==> config.mk <==
export PLATFORM = sky130hd
export DESIGN_NAME = replay_unpacker
export DESIGN_NICKNAME = d
export VERILOG_FILES = /design/src/rtl/replay_unpacker.sv
export SDC_FILE = /design/constraint.sdc
export NUM_CORES = 1
export LEC_CHECK = 0
export CAP_MARGIN = 20
export CORE_UTILIZATION = 40
export CTS_CLUSTER_DIAMETER = 40
export DETAILED_ROUTE_END_ITERATION = 16
export PLACE_DENSITY = 0.59
export SYNTH_ARGS = -nofsm -noshare
export SYNTH_HDL_FRONTEND = slang
export SYNTH_SLANG_ARGS = --single-unit
==> constraint.sdc <==
create_clock -name clk -period 18.6 [get_ports clk]
set_clock_uncertainty 0.05 [all_clocks]
set_input_delay 3.72 -clock clk [delete_from_list [all_inputs] [get_ports clk]]
set_output_delay 3.72 -clock clk [all_outputs]
set_load 0.005 [all_outputs]
==> src/rtl/replay_unpacker.sv <==
// Captures 2:1 time-compressed spikes per grst phase into a ping-pong store and replays them
// at original timing one frame later. Optional sticky overflow flag: define UNPACK_OVF_EN.
module replay_unpacker #(
  parameter int BUFFER_DEPTH = 16,
  parameter int Q            = 16
) (
  input  logic         clk,
  input  logic         rst,
  input  logic         grst,
  input  logic         start_count,
  input  logic [Q-1:0] data_in,
  output logic [Q-1:0] data_out1,
  output logic [Q-1:0] data_out2,
  output logic         out_valid
`ifdef UNPACK_OVF_EN
  ,
  output logic         ovf
`endif
);

  localparam int HALF = BUFFER_DEPTH / 2;
  localparam int SW   = $clog2(HALF);
  localparam int WW   = $clog2(HALF + 1);
  localparam int RW   = $clog2(BUFFER_DEPTH + 1);
  localparam logic [WW-1:0] HALF_W  = WW'(HALF);
  localparam logic [RW-1:0] DEPTH_R = RW'(BUFFER_DEPTH);

  logic [Q-1:0]  mem_q [2][2][HALF];
  logic          grst_q;
  logic          wb_q, wb_d;
  logic [WW-1:0] wr_slot_q, wr_slot_d, slot_eff;
  logic [RW-1:0] rd_t_q, rd_t_d;
  logic          out_valid_q, out_valid_d;
  logic [Q-1:0]  out1_q, out1_d, out2_q, out2_d;
  logic          rise, fall, wr_en;

  always_comb begin
    rise        = grst & ~grst_q;
    fall        = ~grst & grst_q;
    wb_d        = wb_q ^ fall;
    // Any phase edge restarts capture at slot 0 in the same cycle.
    slot_eff    = (rise | fall) ? '0 : wr_slot_q;
    wr_en       = start_count && (slot_eff < HALF_W);
    wr_slot_d   = '0;
    if (start_count)
      wr_slot_d = wr_en ? slot_eff + WW'(1) : slot_eff;
    rd_t_d      = fall ? '0 : ((rd_t_q == DEPTH_R) ? rd_t_q : rd_t_q + RW'(1));
    out_valid_d = out_valid_q | fall;
    out1_d      = '0;
    out2_d      = '0;
    // Compressed slot k replays at original time 2k; odd times stay silent.
    if (out_valid_q && (rd_t_q != DEPTH_R) && !rd_t_q[0]) begin
      out1_d = mem_q[~wb_q][0][rd_t_q[SW:1]];
      out2_d = mem_q[~wb_q][1][rd_t_q[SW:1]];
    end
  end

  always_ff @(posedge clk or posedge rst) begin
    if (rst) begin
      grst_q      <= 1'b0;
      wb_q        <= 1'b0;
      wr_slot_q   <= '0;
      rd_t_q      <= '0;
      out_valid_q <= 1'b0;
      out1_q      <= '0;
      out2_q      <= '0;
      for (int b = 0; b < 2; b++)
        for (int c = 0; c < 2; c++)
          for (int s = 0; s < HALF; s++)
            mem_q[b][c][s] <= '0;
    end else begin
      grst_q      <= grst;
      wb_q        <= wb_d;
      wr_slot_q   <= wr_slot_d;
      rd_t_q      <= rd_t_d;
      out_valid_q <= out_valid_d;
      out1_q      <= out1_d;
      out2_q      <= out2_d;
      if (fall)
        for (int c = 0; c < 2; c++)
          for (int s = 0; s < HALF; s++)
            mem_q[wb_d][c][s] <= '0;
      // Placed after the clear so a slot-0 write in the swap cycle survives.
      if (wr_en)
        mem_q[wb_d][grst][slot_eff[SW-1:0]] <= data_in;
    end
  end

  assign data_out1 = out1_q;
  assign data_out2 = out2_q;
  assign out_valid = out_valid_q;

`ifdef UNPACK_OVF_EN
  logic ovf_q;
  always_ff @(posedge clk or posedge rst) begin
    if (rst)
      ovf_q <= 1'b0;
    else if (start_count && !wr_en)
      ovf_q <= 1'b1;
  end
  assign ovf = ovf_q;
`endif

endmodule
### After elaboration in Yosys (flattened, before gate mapping)

Cells that the tools add are included.

* add/subtract/negate cells: 2
* order comparisons: 9
* equal/unequal tests: 3
* mux-type cells: 57
* bitwise logic cells: 45
* reduce and logical (&&, ||, !) cells: 7

Operator list (number)
* $and A512 B512 Y512: 16
* $not A512 Y512: 16
* $demux W256 S1: 17
* $mux W256: 5
* $mux W512: 2
* $bwmux W512: 1
* $mux W128: 2
* $mux W240: 1
* $mux W224: 1
* $mux W208: 1
* $mux W192: 1
* $mux W176: 1
* $mux W160: 1
* $mux W144: 1
* $demux W128 S1: 1
* $mux W16: 8
* $mux W112: 1
* $bmux W16 S3: 2
* $mux W96: 1
* $mux W80: 1
* $mux W64: 1
* $demux W16 S3: 1
* $mux W48: 1
* $mux W32: 1
* 20 further kinds: 39

* bits in registers: 556
* input bits: 20
* output and inout port bits: 33
* logic and storage cells: 162

### Depth between registers and ports, before layout

Gate-level depths: netlist of the first run.

* depth in word-level cells: 28
* depth in mapped cells: 12
* mapped depth without buffers: 7

### Least setup slack after synthesis of the first run

OpenSTA, ideal clock, no wires.

* kind: input port to flip-flop
* from: in grst
* to: reg mem_q[370] (netlist bit)
* library setup time: 0.133 ns
* arrival: 5.770 ns
* required time: 18.417 ns
* path slack: 12.647 ns
* stages: 11
* buffers on the path: 5
* cell sequence: buf_2 inv_2 buf_2 ha_1 buf_2 xnor2_4 inv_2 buf_4 nor4_4 clkbuf_1 o21ai_0

* longest elaborated chain between the ends: 25
* elaborated cells between the ends (all ways): 78
* those cells by class: order compare: 7; mux: 27; bitwise: 40; reduce/logical: 4

Ends and longest elaborated chain
* start, declared: line 9 `input logic grst,`
* $not A1 Y1 *: line 39 `fall = ~grst & grst_q;`
* $and A1 B1 Y1 *: line 39
* $xor A1 B1 Y1 *: line 40 `wb_d = wb_q ^ fall;`
* via wb_d: line 30 `logic wb_q, wb_d;`
* $not A1 Y2 (implied by the code) *: line 82, 85
* $demux W256 S1: line 82 `mem_q[wb_d][c][s] <= '0;`
* $not A512 Y512 (no line)
* $and A512 B512 Y512 (no line) (16 in series)
* $mux W512: line 79 `if (fall)`
* $bwmux W512: line 85 `mem_q[wb_d][grst][slot_eff[SW-1:0]] <= data_in;`
* $mux W512 *: line 84 `if (wr_en)`
* end signal, assigned by index: line 85
* end, declared: line 28 `logic [Q-1:0] mem_q [2][2][HALF];`

The timed path passes the listed nets; every way through them passes the cells marked *.
A chain may end at the register's enable or synchronous reset.

### Worst setup path in the final report of the first run

* from: in grst
* to: reg mem_q[395] (netlist bit)

* longest elaborated chain between the ends: 25
* elaborated cells between the ends (all ways): 78
* those cells by class: order compare: 7; mux: 27; bitwise: 40; reduce/logical: 4

Ends and longest elaborated chain (line)
* $not A1 Y1: 39
* $and A1 B1 Y1: 39
* $xor A1 B1 Y1: 40
* $not A1 Y2 (implied by the code): 82, 85
* $demux W256 S1: 82
* $not A512 Y512 (no line)
* $and A512 B512 Y512 (no line) (16 in series)
* $mux W512: 79
* $bwmux W512: 85
* $mux W512 *: 84

Every way passes the cells marked *; elsewhere a longest branch is shown, timed or not.

==> flow_metrics.tcl, run 1 <==
set metrics [dict create \
    drive_gt1_share_pct 10.06 \
    grt_pass1_wl_um 117200 \
    clock-sinks 556 \
    dp_hpwl_um 41860 \
    ys_top_cells_by_count "1,049 x nand2_1, 556 x dfrtp_1, 450 x o21ai_0" \
    synth_most_common_cell "nand2_1" \
    slew_viol_final 0 \
    top_usage_layer "met2" \
    wirelength_um 74030 \
    fin_ws_ns 11.29 \
    post_cts.repair.setup_buffers 0 \
    rsz0062_at_grt "false" \
    synthDistinctLibCells 42 \
    cts-root-buf "clkbuf_16" \
    core-area_um2 64580 \
    dpl.cell_count 3575 \
    synth_area_leaders "dfrtp_1 53%, nand2_1 15%, o21ai_0 8.6%" \
    dr.pass1.iters 6 \
    antenna_left 0 \
    status "finished clean" \
    crit_path_max_fanout 32 \
    fillers 5962 \
    die-width_um 257.8 \
    worstPathRequired_ns 19.02 \
    synth_top_area_share_pct 53.14 \
    synth_edf_count 0 \
    dp_slack_ns 10.20 \
    synth_top_family_by_area "simple AND/OR/NAND/NOR gates" \
    synth_adder_area_share_pct 0.1434 \
    drtIter0Drc 1687 \
    overflow 0 \
    seq_area_frac_synth_pct 53.14 \
    multi_input_area_um2 11320 \
    leakage_nw 12.69 \
    worst_pin_slew_ns 1.070 \
    post-route-min-period_ns 7.313 \
    gr-usage-met1_pct 30.96 \
    grt_antenna_before_repair 5 \
    ys.flop_type "dfrtp_1" \
    synth-compound-area-share_pct 14.18 \
    regArea_um2 13920 \
    synth-xor-area-share_pct 0.3058 \
    rows 93 \
    worstSetupPathType "primary input to register" \
    gp_congestion 0.7912 \
    yosys.area.top_type "dfrtp_1" \
    synth.avg_cell_area_um2 9.113 \
    synthSimpleGateAreaFrac_pct 17.66 \
    grt_use_total_pct 22.63 \
    die_y_um 257.8 \
    syn_to_final_growth_pct 15.36 \
    die_area_um2 66480 \
    cap_violations 0 \
    tns_ns 0 \
    peakVddDrop_uv 83.96 \
    syn_inst 2873 \
    min_path_type "register to register" \
    cts_tree "done" \
    io_buffers 52 \
    grt_pass1_vias 20132 \
    async_reset_ff_share_pct 100.0 \
    clock_latency_ns 0.62 \
    synth_seq_cells 556 \
    start_util_pct 40.54 \
    finalHoldViolations 0 \
    cts_made_buffers 78 \
    final_cells 3720 \
    pin_count 53 \
    arrival_ns 7.74 \
    synth_warnings 0 \
    post-route-period-util_pct 39.32 \
    startpoint_type "primary input" \
    max_slew_margin_pct 28.69 \
    synth_mux_area_share_pct 10.18 \
    utilization_pct 46.77 \
    met2_usage_pct 36.37 \
    syn_area_um2 26180 \
    grt.met3_usage_pct 3.838 \
    cp-end-kind "register" \
    grt_max_degree 184 \
    routed_via_density 5.434 \
    clk_pin_slew_ns 0.06 \
    final_nets 2827 \
    synth_nets 2896 \
    clock_path_buffers 3 \
    vias 20215 \
    wl_per_cell_um 19.90 \
    drcViolationCount 0 \
    cts-htree-levels 3 \
    whs_ns 0.4642 \
    setup_violations 0 \
    max_freq_ghz 0.1367 \
    cts-resized-gates 0 \
    pwr_density_cell_nw_per_um2 133.5 \
    holdBufCountCts 0 \
]
[flip-flops by register name, indices dropped and copies added (netlist names)]
signal / count
data_out2: 16
rd_t_q: 5
out_valid: 1
data_out1: 16
grst_q: 1
wr_slot_q: 4
mem_q: 512
wb_q: 1
[layout make-up]
class | count | area share (%)
Sequential cell | 556 | 46.09
Multi-Input combinational cell | 2039 | 37.48
Clock buffer | 97 | 7.212
Timing Repair Buffer | 124 | 3.886
Tap cell | 855 | 3.542
Clock inverter | 43 | 1.711
Inverter | 5 | 0.07456
Antenna cell | 1 | 0.008285
[worst paths after layout]
check	slack [ns]	start	depth (start not counted)	end
max in group asynchronous	12.93	rst	5	mem_q[296]
max	11.29	grst	8	mem_q[395]
min reg2reg	0.46	mem_q[188]	2	mem_q[188]
max reg2reg	15.25	rd_t_q[1]	4	data_out1[1]
min	0.46	mem_q[188]	2	mem_q[188]
min in group asynchronous	3.51	rst	2	mem_q[265]
[per-layer routing]
layer  up-vias  routed length, um
met2       620              34500
li1       9515                  -
met1      9940              32390
met4         4               2414
met5         -                 17
met3       136               4711
[power breakdown]
group | leakage [nW] | total (mW) | switching, mW | internal, mW
sequential | 7.64 | 1.45 | 0.101 | 1.35
clock | 1.31 | 1.53 | 0.567 | 0.961
combinational | 3.74 | 1.06 | 0.672 | 0.386
total | 12.7 | 4.03 | 1.34 | 2.69
[cell usage in the layout, fill, tap and decap left out, types with 3 or more instances in the layout]
cell | netlist | layout
o21ai_0 | 450 | 450
a22oi_1 | 93 | 93
nand3_1 | 4 | 4
mux2i_1 | 191 | 191
o21ai_1 | 65 | 65
nor2_1 | 21 | 20
nor4_4 | 9 | 21
clkinvlp_4 | 0 | 10
ha_1 | 3 | 3
nand4bb_1 | 3 | 3
nor4_2 | 12 | 11
nand2_1 | 1049 | 1048
buf_4 | 1 | 65
dfrtp_1 | 556 | 553
o211ai_1 | 31 | 31
clkbuf_1 | 184 | 8
buf_12 | 0 | 3
mux4_2 | 33 | 33
bufinv_16 | 0 | 9
a21oi_1 | 31 | 31
clkdlybuf4s50_1 | 0 | 51
xor2_1 | 4 | 4
clkbuf_16 | 0 | 82
buf_16 | 0 | 4
inv_6 | 0 | 5
nand4b_1 | 3 | 3
clkinv_2 | 0 | 14
clkinv_4 | 0 | 3
clkbuf_8 | 0 | 7
[logic make-up (layout without fill, tap and decap cells)]
| family | Yosys count | count (layout) |
|---|---|---|
| and+or+nand+nor | 1128 | 1128 |
| other | 0 | 1 |
| buffers and inverters | 278 | 269 |
| AOI/OAI and AO/OA | 676 | 676 |
| DFF | 556 | 556 |
| adders and majority gates | 3 | 3 |
| xor gates and xnor gates | 7 | 7 |
| muxes | 225 | 225 |
[critical path: stages]
cell     delay (ns)
buf_2          0.61
inv_2          0.43
ha_1           0.55
xnor2_4        0.88
inv_2          0.55
nor4_4         0.39
buf_4          0.40
o21ai_0        0.16
[per-stage QoR]
stage	power [mW]	area, um2
floorplan	2.124	26190
global placement	2.497	27400
detailed placement	2.516	27400
CTS	4.055	30090
global route	4.206	30200
finish	4.033	30200
Power figures use the tool's default switching activity.
==> run 2: changes to the inputs <==
PLACE_DENSITY = 0.57   (was 0.59)
clock period = 7.6 ns   (was 18.6 ns; I/O delays follow)
==> flow_metrics.tcl, run 2 (same netlist as run 1, synthesis figures left out) <==
set metrics [dict create \
    regArea_um2 13920 \
    holdBufCountCts 0 \
    cp_top_family "buffers and inverters" \
    crit_chain "buf_2 -> inv_2 -> ha_1 -> xnor2_4 -> buf_4 -> inv_2 -> nor4_2 -> buf_4 -> o21ai_0" \
    grt_max_degree 129 \
    grt_antenna_before_repair 3 \
    pwr_density_cell_nw_per_um2 328.4 \
    stdcell_area_um2 30230 \
    dr.pass1.iters 8 \
    max_slew_margin_pct 24.11 \
    clock_latency_ns 0.62 \
    rows 93 \
    fillers 6035 \
    timing.rr.start "wb_q" \
    setup_violations 0 \
    largest_register_ffs 512 \
    reg2reg_slack_ns 4.31 \
    reg2reg_depth 6 \
    cts-htree-levels 3 \
    cp-end-kind "register" \
    die-width_um 257.8 \
    whs_endpoint "mem_q[237]" \
    io_buffers 52 \
    cts_tree "done" \
    post-route-min-period_ns 4.598 \
    syn_to_final_growth_pct 15.46 \
    rsz0062_at_grt "false" \
    drcViolationCount 0 \
    gp_congestion 0.7870 \
    cts-resized-gates 0 \
    post_cts.repair.setup_buffers 0 \
    drtIter0Drc 1729 \
    final_cell_mix "1,048 x nand2_1, 553 x dfrtp_1, 450 x o21ai_0" \
    max_freq_ghz 0.2175 \
    grt_pass1_vias 20311 \
    layout_commonest_cell "nand2_1" \
    start_util_pct 40.54 \
    final_nets 2831 \
    die_area_um2 66480 \
    min_from "mem_q[237]" \
    cap_violations 0 \
    clock_path_buffers 3 \
    routed_via_density 5.408 \
    worstPathRequired_ns 8.02 \
    post-route-period-util_pct 60.50 \
    overflow 0 \
    grt_pass1_wl_um 118600 \
    leakage_nw 12.71 \
    multi_input_area_um2 11320 \
    dp_hpwl_um 42430 \
    vias 20149 \
    cp_slowest_stage_delay_ns 0.61 \
    crit_path_max_fanout 32 \
    finalHoldViolations 0 \
    post_dp_cell_area_um2 27450 \
    core-area_um2 64580 \
    min_path_type "register to register" \
    top_register "mem_q" \
    cts-root-buf "clkbuf_16" \
    clk_pin_slew_ns 0.05 \
    grt_use_total_pct 22.99 \
    startpoint "grst" \
    crit_slowest_cell "buf_2" \
    drive_gt1_share_pct 10.21 \
    wirelength_um 74710 \
    startpoint_type "primary input" \
    status "finished clean" \
    worst_pin_slew_ns 1.133 \
    dpl.cell_count 3580 \
    final_cells 3726 \
    clock-sinks 556 \
    cp_num_buf_inv 5 \
    peakVddDrop_uv 231.9 \
    cts_made_buffers 80 \
    pin_count 53 \
    worstSetupPathType "primary input to register" \
    reg2reg_to "data_out2[1]" \
    wl_per_cell_um 20.05 \
    die_y_um 257.8 \
    arrival_ns 5.01 \
    antenna_left 0 \
    hold_depth 2 \
    slew_viol_final 0 \
]
[run 2: where the power goes]
| group | switching [mW] | leakage [nW] | internal (mW) |
|---|---|---|---|
| Combinational | 1.63 | 3.73 | 0.939 |
| Clock | 1.41 | 1.33 | 2.41 |
| Sequential | 0.248 | 7.64 | 3.29 |
| Total | 3.29 | 12.7 | 6.64 |
[run 2: tightest hold or removal path, delay by kind of cell (launching register included)]
| kind | cells | cell delay (ns) |
|---|---|---|
| flip-flops | 1 | 0.37 |
| AO/OA/AOI/OAI | 1 | 0.05 |
| AND/OR/NAND/NOR | 1 | 0.06 |
[run 2: area by class of cell]
type / instances / area share (%)
repair buffers: 126 / 3.746
clock buffers: 102 / 7.404
well taps: 855 / 3.539
inverters: 5 / 0.07450
multi-input cells: 2039 / 37.45
clock inverters: 42 / 1.738
flip-flops and latches: 556 / 46.04
diodes: 1 / 0.008277
[run 2: metrics by stage]
step / hold slack (ns) / setup WS (ns) / power [mW] / utilization, % / setup TNS [ns]
floorplan: 0.4297 / -1.538 / 5.198 / - / -855.00
detailed placement: 0.4574 / 1.856 / 6.160 / 42.51 / 0
global placement: 0.4508 / 1.970 / 6.117 / 42.51 / 0
CTS: 0.4662 / 2.497 / 10.02 / 46.79 / 0
finish: 0.4642 / 3.002 / 9.927 / 46.81 / 0
global route: 0.4799 / 2.776 / 10.36 / 46.81 / 0
[run 2: routing by layer]
| metal | share of wire, % | wire (um) | GRT usage, % | vias to the layer above |
|---|---|---|---|---|
| met4 | 3.2 | 2384 | 8.662 | 0 |
| met1 | 44 | 32720 | 30.94 | 9908 |
| li1 | - | - | - | 9543 |
| met5 | 0 | 0 | 0 | - |
| met3 | 5.3 | 3968 | 3.347 | 126 |
| met2 | 48 | 35640 | 37.62 | 572 |
[run 2: worst max path at each step]
stage	to	slack, ns	depth (start not counted)
finish	mem_q[270]	3.00	9
global route	mem_q[164]	2.78	8
CTS	mem_q[507]	2.50	10
detailed placement	mem_q[507]	1.86	10
global placement	mem_q[496]	1.97	10
floorplan	data_out1[0]	-1.54	1
==> run 3: changes to the inputs <==
PLACE_DENSITY = 0.59   (was 0.57)
clock period = 4.16 ns   (was 7.6 ns; I/O delays follow)
==> flow_metrics.tcl, run 3 (same netlist as run 1, synthesis figures left out) <==
set metrics [dict create \
    status "finished clean" \
    n_antenna_cell 0 \
    peakVddDrop_uv 702.0 \
    top_register "mem_q" \
    cap_violations 0 \
    die_area_um2 66480 \
    routed_via_density 5.409 \
    cts_made_buffers 88 \
    largest_register_ffs 512 \
    grt_antenna_before_repair 0 \
    clock_latency_ns 0.64 \
    arrival_ns 3.68 \
    min_path_type "register to register" \
    rsz0062_at_grt "false" \
    switchingPower_mw 6.361 \
    total_power_mw 19.28 \
    dr.pass1.iters 8 \
    dp_hpwl_um 43840 \
    worstPathRequired_ns 4.66 \
    final_cells 3764 \
    syn_to_final_growth_pct 18.34 \
    gp_congestion 0.7873 \
    finalHoldViolations 0 \
    clk_pin_slew_ns 0.06 \
    grt_max_degree 114 \
    post_cts.repair.setup_buffers 0 \
    leakage_nw 13.09 \
    io_buffers 52 \
    reg2reg_depth 7 \
    netSwitchingFraction_pct 33.00 \
    overflow 0 \
    hold_depth 2 \
    worstSetupPathType "primary input to register" \
    rows 93 \
    cts_tree "done" \
    pin_count 53 \
    max_freq_ghz 0.3144 \
    drive_gt1_share_pct 11.55 \
    core-area_um2 64580 \
    wl_per_cell_um 20.02 \
    crit_path_max_fanout 32 \
    die_y_um 257.8 \
    setup_violations 0 \
    max_slew_margin_pct 32.06 \
    intPower_mw 12.92 \
    drcViolationCount 0 \
    pwr_density_cell_nw_per_um2 622.2 \
    startpoint_type "primary input" \
    post-route-min-period_ns 3.181 \
    antenna_left 0 \
    slew_viol_final 0 \
    final_cell_mix "1,048 x nand2_1, 553 x dfrtp_1, 450 x o21ai_0" \
    start_util_pct 40.54 \
    vias 20361 \
    wirelength_um 75370 \
    die-width_um 257.8 \
    pwr-share-seq_pct 33.3 \
    drtIter0Drc 1643 \
    worst_pin_slew_ns 1.019 \
    cts-resized-gates 0 \
    grt_pass1_vias 20449 \
    clock-sinks 556 \
    clock_path_buffers 3 \
    cts-root-buf "clkbuf_16" \
    grt_use_total_pct 23.03 \
    cts-htree-levels 3 \
    layout_commonest_cell "nand2_1" \
    holdBufCountCts 0 \
    final_nets 2857 \
    grt_pass1_wl_um 119500 \
    post-route-period-util_pct 76.46 \
    pwr-share-comb_pct 25.3 \
    dpl.cell_count 3599 \
    cp-end-kind "register" \
    clock_power_share_pct 41.4 \
]
run 3: cell count changes in the layout (fill, tap and decap cells not counted), moves of 2 or more:
cell | previous run | this run
bufinv_16 | 9 | 16
inv_8 | 2 | 5
buf_4 | 68 | 76
buf_12 | 5 | 16
clkbuf_1 | 10 | 6
clkinv_8 | 0 | 2
clkbuf_8 | 9 | 5
clkinv_4 | 6 | 11
inv_6 | 8 | 16
clkinvlp_4 | 11 | 9
clkbuf_16 | 83 | 89
run 3: stage by stage:
step | TNS (ns) | area [um2] | hold WS (ns) | setup slack [ns] | utilization, %
after global routing | 0 | 30980 | 0.4817 | 0.7895 | 47.98
after global placement | 0 | 27740 | 0.4469 | 0.4409 | 42.95
after floorplan | -2385.12 | 26190 | 0.4297 | -4.290 | -
after detailed placement | 0 | 27740 | 0.4548 | 0.3450 | 42.95
final | 0 | 30980 | 0.4654 | 0.9792 | 47.98
after CTS | 0 | 30980 | 0.4662 | 0.9936 | 47.98
run 3: final timing paths:
path	to	slack, ns	from
worst max-delay path	mem_q[487]	0.98	grst
worst min-delay path	mem_q[509]	0.47	mem_q[509]
worst max register to register	mem_q[487]	1.00	wb_q
worst min register to register	mem_q[509]	0.47	mem_q[509]
max in group asynchronous	mem_q[412]	2.35	rst
min in group asynchronous	mem_q[329]	0.75	rst
run 3: cell type report:
type	instances	area [um2]
sequential	556	13920
inverter	5	22.52
clock inverter	65	925.9
multi-input combinational	2039	11330
tap	855	1070
fill	5897	33600
clock buffer	100	2318
timing repair buffer	144	1401
run 3: metal layers:
layer  wire (um)  global-route usage, %  share of wire (%)  up-vias
met4        2387                  7.988                3.2        0
li1            -                      -                  -     9606
met3        4360                  4.162                5.8      138
met1       34310                  32.17                 46    10023
met2       34320                  36.01                 46      594
met5           0                      0                  0        -
run 3: power groups by stage:
stage,sequential [mW],clock (mW),combinational (mW)
2_1_floorplan,6.34,0,3.16
3_3_place_gp,6.50,0,4.82
3_5_place_dp,6.51,0,4.87
4_1_cts,6.43,8.09,4.89
5_1_grt,6.50,8.35,5.21
6_report,6.42,7.97,4.88
run 3: critical path, cell delays in order:
cell	delay (ns)
buf_2	0.16
inv_2	0.05
ha_1	0.27
xnor2_4	0.79
inv_2	0.39
buf_4	0.32
nor4_4	0.25
buf_4	0.36
nand2_1	0.11
o21ai_0	0.11
